==> src/rtl/mdu_pkg.sv <==
// Shared definitions for the EX-stage multiply/divide unit.
// Op encodings, FSM states and iteration constants.
package mdu_pkg;

    typedef enum logic [2:0] {
        MDU_NONE  = 3'd0,
        MDU_MULT  = 3'd1,
        MDU_MULTU = 3'd2,
        MDU_DIV   = 3'd3,
        MDU_DIVU  = 3'd4,
        MDU_MTHI  = 3'd5,
        MDU_MTLO  = 3'd6
    } mdu_op_e;

    typedef enum logic [1:0] {
        S_IDLE = 2'd0,
        S_BUSY = 2'd1,
        S_DONE = 2'd2
    } mdu_state_e;

    localparam int DIV_ITER = 32;
    localparam int CNT_W    = 6;

    // Magnitude of a value that is signed only when s is set.
    function automatic logic [31:0] abs32(
        input logic [31:0] v,
        input logic        s
    );
        return (s && v[31]) ? (32'd0 - v) : v;
    endfunction

endpackage

==> src/rtl/mdu_div_iter.sv <==
// Radix-2 restoring divider, one quotient bit per step.
// Operands are unsigned magnitudes; sign handling lives in the caller.
import mdu_pkg::*;

module mdu_div_iter (
    input  logic        clk,
    input  logic        rst_n,
    input  logic        i_start,
    input  logic        i_step,
    input  logic [31:0] i_dividend,
    input  logic [31:0] i_divisor,
    output logic [31:0] o_quot,
    output logic [31:0] o_rem,
    output logic        o_done
);

    logic [31:0]      r_rem;
    logic [31:0]      r_quo;
    logic [31:0]      r_dvs;
    logic [CNT_W-1:0] r_cnt;
    logic [32:0]      w_part;
    logic [32:0]      w_trial;

    assign w_part  = {r_rem, r_quo[31]};
    assign w_trial = w_part - {1'b0, r_dvs};

    // Load operands on start, then shift one dividend bit per step.
    always_ff @(posedge clk or negedge rst_n) begin
        if (!rst_n) begin
            r_rem <= '0;
            r_quo <= '0;
            r_dvs <= '0;
            r_cnt <= '0;
        end else if (i_start) begin
            r_rem <= '0;
            r_quo <= i_dividend;
            r_dvs <= i_divisor;
            r_cnt <= '0;
        end else if (i_step) begin
            if (!w_trial[32]) begin
                r_rem <= w_trial[31:0];
                r_quo <= {r_quo[30:0], 1'b1};
            end else begin
                r_rem <= w_part[31:0];
                r_quo <= {r_quo[30:0], 1'b0};
            end
            r_cnt <= r_cnt + 1'b1;
        end
    end

    assign o_quot = r_quo;
    assign o_rem  = r_rem;
    assign o_done = (r_cnt == CNT_W'(DIV_ITER));

endmodule

==> src/rtl/mdu_unit.sv <==
// EX-stage multiply/divide unit owning HI/LO.
// Holds the pipeline via MDUReadyE while an op is in flight.
import mdu_pkg::*;

module mdu_unit #(
    parameter int MULT_LAT = 3
) (
    input  logic        clk,
    input  logic        resetn,
    input  logic [2:0]  MDUOpE,
    input  logic [31:0] SrcAE,
    input  logic [31:0] SrcBE,
    input  logic        MDUFlushE,
    output logic        MDUReadyE,
    output logic [31:0] HiE,
    output logic [31:0] LoE
);

    mdu_state_e       r_state;
    mdu_state_e       w_next;
    logic [CNT_W-1:0] r_cnt;
    logic [2:0]       r_op;
    logic [31:0]      r_a;
    logic [31:0]      r_b;
    logic [63:0]      r_prod;
    logic [31:0]      r_hi;
    logic [31:0]      r_lo;

    logic        w_is_mul;
    logic        w_is_div;
    logic        w_start;
    logic        w_ready;
    logic        w_sdiv_in;
    logic [31:0] w_abs_a;
    logic [31:0] w_abs_b;
    logic        w_msg;
    logic [63:0] w_ma;
    logic [63:0] w_mb;
    logic [63:0] w_mp;
    logic [31:0] w_quot;
    logic [31:0] w_rem;
    logic        w_div_done;
    logic        w_dz;
    logic        w_qneg;
    logic        w_rneg;
    logic [31:0] w_res_hi;
    logic [31:0] w_res_lo;
    logic        w_res_ok;
    logic        w_r_mul;

    // Decode the incoming EX op into multiply/divide classes.
    always_comb begin
        w_is_mul = 1'b0;
        w_is_div = 1'b0;
        unique case (1'b1)
            (MDUOpE == MDU_MULT),
            (MDUOpE == MDU_MULTU): w_is_mul = 1'b1;
            (MDUOpE == MDU_DIV),
            (MDUOpE == MDU_DIVU):  w_is_div = 1'b1;
            default: ;
        endcase
    end

    assign w_start   = (r_state == S_IDLE) && !MDUFlushE
                     && (w_is_mul || w_is_div);
    assign w_sdiv_in = (MDUOpE == MDU_DIV);
    assign w_abs_a   = abs32(SrcAE, w_sdiv_in);
    assign w_abs_b   = abs32(SrcBE, w_sdiv_in);

    // Next state and the pipeline hold signal.
    always_comb begin
        w_next  = r_state;
        w_ready = 1'b1;
        if (MDUFlushE) begin
            w_next = S_IDLE;
        end else begin
            unique case (r_state)
                S_IDLE: begin
                    if (w_is_mul || w_is_div) begin
                        w_ready = 1'b0;
                        w_next  = S_BUSY;
                    end
                end
                S_BUSY: begin
                    w_ready = 1'b0;
                    if (r_cnt == CNT_W'(1)) w_next = S_DONE;
                end
                S_DONE: w_next = S_IDLE;
                default: w_next = S_IDLE;
            endcase
        end
    end

    assign MDUReadyE = w_ready;

    // State register.
    always_ff @(posedge clk or negedge resetn) begin
        if (!resetn) r_state <= S_IDLE;
        else         r_state <= w_next;
    end

    // Latch operands and time the operation with a down-counter.
    always_ff @(posedge clk or negedge resetn) begin
        if (!resetn) begin
            r_cnt <= '0;
            r_op  <= MDU_NONE;
            r_a   <= '0;
            r_b   <= '0;
        end else if (MDUFlushE) begin
            r_cnt <= '0;
        end else if (w_start) begin
            r_cnt <= w_is_mul ? CNT_W'(MULT_LAT) : CNT_W'(DIV_ITER);
            r_op  <= MDUOpE;
            r_a   <= SrcAE;
            r_b   <= SrcBE;
        end else if (r_state == S_BUSY) begin
            r_cnt <= r_cnt - 1'b1;
        end
    end

    // One 64-bit multiplier; sign extension selects MULT vs MULTU.
    assign w_msg = (r_op == MDU_MULT);
    assign w_ma  = {{32{w_msg & r_a[31]}}, r_a};
    assign w_mb  = {{32{w_msg & r_b[31]}}, r_b};
    assign w_mp  = w_ma * w_mb;

    // Register the product while busy; held until DONE.
    always_ff @(posedge clk or negedge resetn) begin
        if (!resetn)                 r_prod <= '0;
        else if (r_state == S_BUSY)  r_prod <= w_mp;
    end

    mdu_div_iter u_div (
        .clk        (clk),
        .rst_n      (resetn),
        .i_start    (w_start && w_is_div),
        .i_step     (r_state == S_BUSY),
        .i_dividend (w_abs_a),
        .i_divisor  (w_abs_b),
        .o_quot     (w_quot),
        .o_rem      (w_rem),
        .o_done     (w_div_done)
    );

    assign w_r_mul = (r_op == MDU_MULT) || (r_op == MDU_MULTU);
    assign w_dz    = (r_b == 32'd0);
    assign w_qneg  = (r_op == MDU_DIV) && (r_a[31] ^ r_b[31]);
    assign w_rneg  = (r_op == MDU_DIV) && r_a[31];

    // Final HI/LO value; divide-by-zero bypasses the sign fix.
    always_comb begin
        w_res_hi = r_prod[63:32];
        w_res_lo = r_prod[31:0];
        if (!w_r_mul) begin
            if (w_dz) begin
                w_res_hi = r_a;
                w_res_lo = 32'hFFFF_FFFF;
            end else begin
                w_res_hi = w_rneg ? (32'd0 - w_rem)  : w_rem;
                w_res_lo = w_qneg ? (32'd0 - w_quot) : w_quot;
            end
        end
    end

    assign w_res_ok = w_r_mul || w_div_done;

    // HI/LO update from a finished op or MTHI/MTLO.
    always_ff @(posedge clk or negedge resetn) begin
        if (!resetn) begin
            r_hi <= '0;
            r_lo <= '0;
        end else if (!MDUFlushE) begin
            if (r_state == S_DONE && w_res_ok) begin
                r_hi <= w_res_hi;
                r_lo <= w_res_lo;
            end else if (r_state == S_IDLE) begin
                if (MDUOpE == MDU_MTHI) r_hi <= SrcAE;
                if (MDUOpE == MDU_MTLO) r_lo <= SrcAE;
            end
        end
    end

    assign HiE = r_hi;
    assign LoE = r_lo;

endmodule

==> config.mk <==
export PLATFORM = sky130hd
export DESIGN_NAME = mdu_unit
export DESIGN_NICKNAME = d
export VERILOG_FILES = /design/src/rtl/mdu_pkg.sv /design/src/rtl/mdu_div_iter.sv /design/src/rtl/mdu_unit.sv
export SDC_FILE = /design/constraint.sdc
export NUM_CORES = 2
export LEC_CHECK = 0
export ABC_AREA = 1
export CAP_MARGIN = 5
export CELL_PAD_IN_SITES_DETAIL_PLACEMENT = 0
export CELL_PAD_IN_SITES_GLOBAL_PLACEMENT = 1
export CORE_MARGIN = 1.5
export CORE_UTILIZATION = 44
export DETAILED_ROUTE_END_ITERATION = 8
export MAX_ROUTING_LAYER = met4
export PLACE_DENSITY = 0.86
export SETUP_SLACK_MARGIN = 0.1
export SLEW_MARGIN = 20
export SYNTH_ARGS = -nofsm -noshare
export SYNTH_HDL_FRONTEND = slang
export SYNTH_HIERARCHICAL = 1
export SYNTH_SLANG_ARGS = --single-unit
==> constraint.sdc <==
create_clock -name clk -period 6.95 [get_ports clk]
set_input_delay 1.39 -clock clk [delete_from_list [all_inputs] [get_ports clk]]
set_output_delay 1.39 -clock clk [all_outputs]
set_load 0.005 [all_outputs]
==> metrics.cfg <==
[flow_run]
drv_cap = 0

[floorplan]
initial_core_util = 0.443
core_um2 = 133000
rows = 134
pin_count = 135
dieArea_um2 = 137000
die_w_um = 370
die_y_um = 370

[drt]
route.detailed.wl_per_inst_um = 20.7
viasPerCell = 5.16
vias = 52785
wirelength_um = 211000
postRouteAntennaNets = 0
first_iter_violations = 4069
dr.pass1.iters = 6
drcViolationCount = 0

[worst_setup_path]
crit_type = flip-flop to flip-flop
critPathLaunchType = flip-flop
max_stage_delay_ns = 0.64
end_kind = flip-flop
crit_path_max_fanout = 4
path_buf_inv = 12
reg2regPathDepth = 33
required_ns = 7.42
critical_path_depth = 33
critPathArrivalTime_ns = 7.76
worst_path_max_delay_cell = fa_2
critPathTopFamily = adder cells

[final_layout]
instances_no_fill = 10221
post-route-util = 0.539
drive_above_1_share = 0.156
final_nets = 9869
areaGrowthSynthToFinish_pct = 21.6
finalInstanceArea_um2 = 71900

[timing]
layout_min_cycle_time_ns = 7.29
setup_violations = 36
fin_crit_sh = 1.05
fmax_mhz = 137
slew_headroom = 0.256
fin_ws_ns = -0.336
hold_viol = 0
fin_skew_ns = 0.0261
rsz0062_at_grt = yes
drv_slew = 0
max_slew.worst_pin.slew_ns = 1.11

[logic_synthesis]
synth.distinct_cells = 49
synth_ff_type = dfrtp_1
synth_top_area_cell = fa_1
synth_edf_count = 0
synth_area_um2 = 59200
synth-async-reset-ratio = 1.00
netlist_instances = 7901
ys_ff_latch = 305
yosysSeqAreaShare = 0.129
synth_area_per_cell_um2 = 7.49
yosysTopAreaCellShare = 0.381
synth_warnings = 6
synth_area_leaders = fa_1, nand2_1, dfrtp_1
syn_nets = 9350

[global_routing]
grt.total_usage = 0.321
grt_pass1_wl_um = 325000
grt_max_degree = 130
antenna_found_initial = 6
overflow = 0
grt_pass1_vias = 55086

[clocking]
clkSinkCount = 305
cts_max_level = 2
root_buffer = clkbuf_16
clk_path_buf_depth = 3
cts_buffers = 38
clock_latency_ns = 0.60
cts_hold_buf = 0
clk_pin_slew_ns = 0.07
cts_tree = done

[run_status]
status = finished, violations left
violations = setup timing

[min_path]
whs_path_depth = 2
hold_path_class = flip-flop to flip-flop

[placed_design]
dp_cells = 10060
gp_congestion = 1.02
place_area_um2 = 67400
hpwl_um = 175000
portBuffers = 134

-- worst min-delay path, stage by stage, from the launching register on --
cell and delay, ns:
dfrtp_1 0.34, nand2_1 0.05, nand2_1 0.05
-- repair_timing --
item / in CTS / in global routing
endpoints found under the setup margin: 42 / 48
buffers inserted: 39 / 41
cloned: 2 / 7
gates resized for setup: 404 / 239
pin swaps: 123 / 124
-- cells by family (layout without fill, tap and decap cells) --
family,after synthesis,count (layout),synth area share
AND/OR/NAND/NOR,3182,3182,0.215
buffers and inverters,2319,2866,0.148
adder cells (fa/ha/maj),1379,1379,0.435
AO/OA/AOI/OAI,576,576,0.0526
flip-flops,305,305,0.129
XOR/XNOR,139,139,0.0206
multiplexers,1,1,0.000190
other,0,5,0
-- cell usage in the layout, fill, tap and decap left out, types with 49 or more instances in the layout --
master / netlist / routed
nand4_1: 61 / 61
ha_1: 253 / 209
nand2_1: 2141 / 2069
nand2_2: 9 / 62
nand3_1: 220 / 199
nor2_2: 4 / 51
inv_2: 10 / 66
buf_4: 9 / 566
nor2_1: 632 / 517
xor2_1: 102 / 102
dfrtp_1: 305 / 293
buf_12: 0 / 103
fa_1: 1126 / 1077
fa_2: 0 / 49
clkdlybuf4s50_1: 0 / 133
nor2_4: 1 / 69
a21oi_1: 221 / 166
o21ai_0: 264 / 221
inv_1: 1935 / 1866
-- cell usage after synthesis, types with 3 or more instances --
master	number
o211ai_1	6
o21ai_1	9
nand4_1	61
nand3_1	220
o31ai_1	6
buf_6	3
clkbuf_1	334
nand2_2	9
xor2_1	102
xnor2_1	37
a31oi_1	12
a21oi_1	221
clkinv_1	4
o221ai_1	28
ha_1	253
o21ai_0	264
and2_1	7
nand3b_1	14
nor2_1	632
buf_4	9
fa_1	1126
or2_2	15
nand2_4	3
nor2_2	4
buf_1	8
nor3_1	47
nand2_1	2141
nor4_1	18
o21bai_1	18
buf_2	16
inv_1	1935
dfrtp_1	305
and3_1	3
inv_2	10
-- state kept, by name (all words and copies together), names as in the netlist --
signal,flops
r_cnt,6
r_b,32
u_div/o_quot,32
r_a,32
r_prod,64
LoE,32
u_div/o_rem,32
r_op,3
u_div/r_dvs,32
r_state,2
u_div/r_cnt,6
HiE,32
-- path summary, 6_finish.rpt --
check | endpoint | slack, ns | start
worst max-delay path | r_prod[59] | -0.34 | r_op[2]
worst max register to register | r_prod[59] | -0.34 | r_op[2]
min in group asynchronous | u_div/o_quot[16] | 0.91 | resetn
max in group asynchronous | r_b[10] | 4.58 | resetn
worst min register to register | r_prod[1] | 0.48 | r_prod[1]
worst min-delay path | r_prod[1] | 0.48 | r_prod[1]
-- per-layer routing --
layer	vias to the layer above	routed length (µm)	global-route usage
met5	-	0	-
met4	0	8090	0.0972
met3	364	12300	0.0275
met2	1837	102000	0.529
met1	26629	89200	0.422
li1	23955	-	-
-- area by class of cell --
cell class | instances | area (µm²)
fillers | 12799 | 61500
diodes | 5 | 12.5
multi-input cells | 5277 | 45100
clock inverters | 18 | 209
inverters | 1949 | 7350
flip-flops and latches | 305 | 7650
repair buffers | 849 | 8320
clock buffers | 50 | 1090
well taps | 1768 | 2210
-- stage by stage --
stage               TNS [ns]  worst slack (ns)  hold slack (ns)
global route          -16.13            -0.629            0.490
detailed placement    -17.71            -0.797            0.467
global placement      -14.70            -0.660            0.462
finish                 -7.01            -0.336            0.478
floorplan                  0            0.0234            0.443
CTS                    -5.84            -0.336            0.483
Power is not shown: default switching activity piles up to over one toggle a cycle in this logic, so the estimate is an artifact.
